<file path="config.mk">
export PLATFORM = sky130hd
export DESIGN_NAME = matrix_pack_tx
export DESIGN_NICKNAME = d
export VERILOG_FILES = /design/src/rtl/matrix_pack_tx.sv
export SDC_FILE = /design/constraint.sdc
export NUM_CORES = 1
export LEC_CHECK = 0
export BUFFER_PORTS_ARGS = -buffer_cell sky130_fd_sc_hd__buf_2
export CORE_MARGIN = 4
export CORE_UTILIZATION = 42
export DETAILED_ROUTE_END_ITERATION = 8
export PLACE_DENSITY_LB_ADDON = 0.12
export SYNTH_ARGS = -nofsm -noshare
export SYNTH_HDL_FRONTEND = slang
export SYNTH_SLANG_ARGS = --single-unit
</file>
<file path="constraint.sdc">
create_clock -name clk -period 1.71 [get_ports clk]
set_input_delay 0.0855 -clock clk [delete_from_list [all_inputs] [get_ports clk]]
set_output_delay 0.0855 -clock clk [all_outputs]
set_load 0.1 [all_outputs]
</file>
<file path="src/rtl/matrix_pack_tx.sv">
// Matrix pack transmitter: captures a ROWS x COLS x WIDTH matrix and streams one packed row per beat.
// Optional MATRIX_PACK_PARITY_EN adds out_parity, the XOR-reduce of out_data registered alongside it.
module matrix_pack_tx #(
  parameter int ROWS  = 2,
  parameter int COLS  = 4,
  parameter int WIDTH = 4,
  parameter int CNT_W = 8
) (
  input  logic                        clk,
  input  logic                        rst_n,
  input  logic [ROWS*COLS*WIDTH-1:0]  in_mat,
  input  logic                        in_valid,
  output logic                        in_ready,
  output logic [COLS*WIDTH-1:0]       out_data,
  output logic                        out_valid,
  input  logic                        out_ready,
  output logic                        out_last,
`ifdef MATRIX_PACK_PARITY_EN
  output logic                        out_parity,
`endif
  output logic [CNT_W-1:0]            mat_cnt
);

  // Handshakes: a transfer happens on a rising clk edge where valid && ready are both high.
  // Valid never waits for ready, and once raised, valid and its data hold until the transfer.

  localparam int ROW_W = COLS * WIDTH;
  localparam int MAT_W = ROWS * ROW_W;
  localparam int IDX_W = (ROWS > 1) ? $clog2(ROWS) : 1;

  localparam logic [IDX_W-1:0] LAST_IDX = IDX_W'(ROWS - 1);

  localparam logic [0:0] ST_IDLE = 1'b0;
  localparam logic [0:0] ST_SEND = 1'b1;

  logic [0:0]       state_q,     state_d;
  logic [IDX_W-1:0] idx_q,       idx_d;
  logic [MAT_W-1:0] mat_buf_q,   mat_buf_d;
  logic [ROW_W-1:0] out_data_q,  out_data_d;
  logic             out_valid_q, out_valid_d;
  logic             out_last_q,  out_last_d;
  logic             in_ready_q,  in_ready_d;
  logic [CNT_W-1:0] mat_cnt_q,   mat_cnt_d;

  logic             in_fire;
  logic             out_fire;
  logic [IDX_W-1:0] idx_next;

  // Row 0 sits in the MSBs, so shifting left by r rows brings row r to the top.
  function automatic logic [ROW_W-1:0] row_of(input logic [MAT_W-1:0] m,
                                              input logic [IDX_W-1:0] r);
    logic [MAT_W-1:0] sh;
    sh = m << (ROW_W * int'(r));
    return sh[MAT_W-1 -: ROW_W];
  endfunction

  assign in_fire  = in_valid && in_ready_q;
  assign out_fire = out_valid_q && out_ready;
  assign idx_next = idx_q + 1'b1;

  always_comb begin
    state_d     = state_q;
    idx_d       = idx_q;
    mat_buf_d   = mat_buf_q;
    out_data_d  = out_data_q;
    out_valid_d = out_valid_q;
    out_last_d  = out_last_q;
    in_ready_d  = in_ready_q;
    mat_cnt_d   = mat_cnt_q;
    case (state_q)
      ST_IDLE: begin
        if (in_fire) begin
          mat_buf_d   = in_mat;
          idx_d       = '0;
          out_data_d  = row_of(in_mat, '0);
          out_valid_d = 1'b1;
          out_last_d  = (ROWS == 1);
          in_ready_d  = 1'b0;
          state_d     = ST_SEND;
        end
      end
      ST_SEND: begin
        if (out_fire) begin
          if (idx_q != LAST_IDX) begin
            idx_d      = idx_next;
            out_data_d = row_of(mat_buf_q, idx_next);
            out_last_d = (idx_next == LAST_IDX);
          end else begin
            out_valid_d = 1'b0;
            out_last_d  = 1'b0;
            in_ready_d  = 1'b1;
            mat_cnt_d   = mat_cnt_q + 1'b1;
            state_d     = ST_IDLE;
          end
        end
      end
      default: begin
        state_d     = ST_IDLE;
        out_valid_d = 1'b0;
        out_last_d  = 1'b0;
        in_ready_d  = 1'b1;
      end
    endcase
  end

  always_ff @(posedge clk or negedge rst_n) begin
    if (!rst_n) begin
      state_q     <= ST_IDLE;
      idx_q       <= '0;
      mat_buf_q   <= '0;
      out_data_q  <= '0;
      out_valid_q <= 1'b0;
      out_last_q  <= 1'b0;
      in_ready_q  <= 1'b1;
      mat_cnt_q   <= '0;
    end else begin
      state_q     <= state_d;
      idx_q       <= idx_d;
      mat_buf_q   <= mat_buf_d;
      out_data_q  <= out_data_d;
      out_valid_q <= out_valid_d;
      out_last_q  <= out_last_d;
      in_ready_q  <= in_ready_d;
      mat_cnt_q   <= mat_cnt_d;
    end
  end

`ifdef MATRIX_PACK_PARITY_EN
  logic parity_q, parity_d;

  // Follows out_data_d, so it changes exactly when out_data does and holds under backpressure.
  always_comb begin
    parity_d = ^out_data_d;
  end

  always_ff @(posedge clk or negedge rst_n) begin
    if (!rst_n) begin
      parity_q <= 1'b0;
    end else begin
      parity_q <= parity_d;
    end
  end

  assign out_parity = parity_q;
`endif

  assign in_ready  = in_ready_q;
  assign out_data  = out_data_q;
  assign out_valid = out_valid_q;
  assign out_last  = out_last_q;
  assign mat_cnt   = mat_cnt_q;

endmodule

</file>
==> metrics.cfg <==
[outcome]
status=finished clean

[sta]
hold_ws_ps=22.5
hold_viol_final=0
skew_ps=4.08
clock.fmax_mhz=650
fin_ws_ps=171
min_period_ps=1540
tightest_slew_ps=688
slew_headroom=0.539
slew_viol_final=0
rsz0062_at_grt=no
fin_crit_sh=0.900
setup_viol=0

[die]
die_area_um2=5820
top_level_ports=63
core.rowCount=24
dieWidth_um=76.3
fp.dieH_um=76.3
core_area_um2=4440
initial_core_util=0.440

[setup_path]
cpPeakStageDelay_ps=640
crit_arrival_ps=1710
crit_fanout=16
critPathKind=flop to flop
rr_worst_depth=4
crit_slowest_cell=dfstp_4
critPathRequiredTime_ps=1890
worstPathCellList=nand3b_1, o21ai_4, buf_12, mux2_2
crit_path_end_kind=flop
critical_path.startpoint_type=flop

[detailed_routing]
routed_via_density=5.17
ant_nets=0
route.detailed.drc=0
num_vias=1365
drt-pass1-iter-count=4
drtIter0Drc=44
avgRoutedWirePerCell_um=15.3
finalWirelength_mm=4.05

[final_layout]
stdcell_count=264
design_area_um2=2470
final_nets=248
regArea_um2=1140
fill_cells=392
multi_input_area_um2=752
area_growth_pct=26.5
antennaDiodeCount=0
drive_gt1_frac=0.552

[synth]
yosys.area.top_type=dfrtp_1
yosys-top-cells-count=dfrtp_1 (44), mux2_2 (32), a22o_1 (15)
synth_flop_cell=dfrtp_1
synth_area_leaders=dfrtp_1 (56%), mux2_2 (18%), a22o_1 (6.7%)
synth-edff-count=0
ys_types=29
synth_top_area_frac=0.563
seq_area_frac_synth=0.576
async_flop_share=1.00
synthCells=143
yosys_warnings=0
ys_seq_elements=45
yosysMostFrequentCell=dfrtp_1
syn_area_um2=1960
postSynthAreaPerCell_um2=13.7
synthesis.nets=180

[global_routing]
antenna_found_initial=0
grt_pass1_wl_mm=6.80
track_usage=0.144
gr-total-overflow=0
grt_max_degree=26
grt_pass1_vias=1424

[cts]
cts_tree=built
max-clock-path-buffers=2
cts_root_buf=clkbuf_8
clock_latency_ps=290
path_clk_slew_ps=80
cts_sinks=45
cts_buffers=5
htreeDepth=2

[place]
dp_hpwl_mm=2.96
dp_cells=253
gp_congestion=0.727
place_area_um2=2320
dp_slack_ps=-100
portBuffers=62

[worst_hold_path]
hold_depth=2
hp-class=primary input to flop

[run]
maxCapViolCount=0

==> registers in the layout, indices dropped and copies added (netlist names) <==
name	count
state_q	1
mat_cnt	8
out_data	16
in_ready	1
out_last	1
mat_buf_q	16
out_valid	1
idx_q	1
==> worst max-delay path: cells and delay by family (launching register included) <==
family	cells	cell delay [ps]
compound gates	1	110
buf+inv	1	170
flops	1	640
mux	1	340
simple gates	1	150
==> stage by stage <==
stage,setup TNS (ps),util
after floorplan,-657,-
after global placement,-193,0.521
after detailed placement,-1270,0.521
after CTS,0,0.552
after global routing,0,0.557
final,0,0.557
==> area by class of cell <==
cell class	instances	share of cell area
clock inverter	1	0.0121
clock buffer	7	0.0349
tap	52	0.0263
timing repair buffer	69	0.159
multi-input combinational	88	0.304
inverter	2	0.00303
sequential	45	0.461
==> path summary, 6_finish.rpt <==
kind                                             end                    from  slack [ps]
setup reg to reg             out_data[4]$_DFFE_PN0P_    in_ready$_DFFE_PN1P_         170
hold / removal             mat_buf_q[11]$_DFFE_PN0P_              in_mat[11]          20
min in group asynchronous     mat_cnt[5]$_DFFE_PN0P_                   rst_n         320
hold reg to reg               mat_cnt[7]$_DFFE_PN0P_  mat_cnt[7]$_DFFE_PN0P_         470
setup / recovery             out_data[4]$_DFFE_PN0P_    in_ready$_DFFE_PN1P_         170
max in group asynchronous       in_ready$_DFFE_PN1P_                   rst_n         800
==> cell usage in the layout (no fill, tap or decap), types with 2 or more instances in the layout <==
cell,synthesis,final
buf_2,1,62
dfrtp_1,44,38
mux2_2,32,32
a22o_1,15,15
nand2_1,12,12
clkbuf_8,0,6
dfrtp_2,0,5
xnor2_1,4,4
nand4_1,3,3
xor2_1,3,3
buf_4,1,3
nor2_1,2,2
nand3_1,2,2
nor3_1,2,2
o22ai_1,2,2
dlygate4sd3_1,0,2
buf_12,0,2
==> logic make-up after synthesis <==
kind of cell	after synthesis	share of synthesized area
flip-flops	45	0.576
multiplexers	32	0.184
AND/OR/NAND/NOR	26	0.0652
AO/OA/AOI/OAI	22	0.0959
buffers and inverters	10	0.0409
XOR/XNOR	7	0.0313
adder cells (fa/ha/maj)	1	0.00639
==> timing repair <==
action,4_1_cts,5_1_grt
hold endpoints to repair,25,0
buffers inserted,0,1
gates resized for setup,1,0
endpoints found under the setup margin,15,13
hold buffers,2,0
pin swaps,0,1
==> per-layer routing <==
metal  vias up  wire (um)  GRT usage
li1        654          -          -
met4         0         31     0.0435
met3         5        228     0.0390
met5         -          0          0
met1       665       1730      0.171
met2        41       2060      0.255
Power is not shown: default switching activity piles up to over one toggle a cycle in this logic, so the estimate is an artifact.
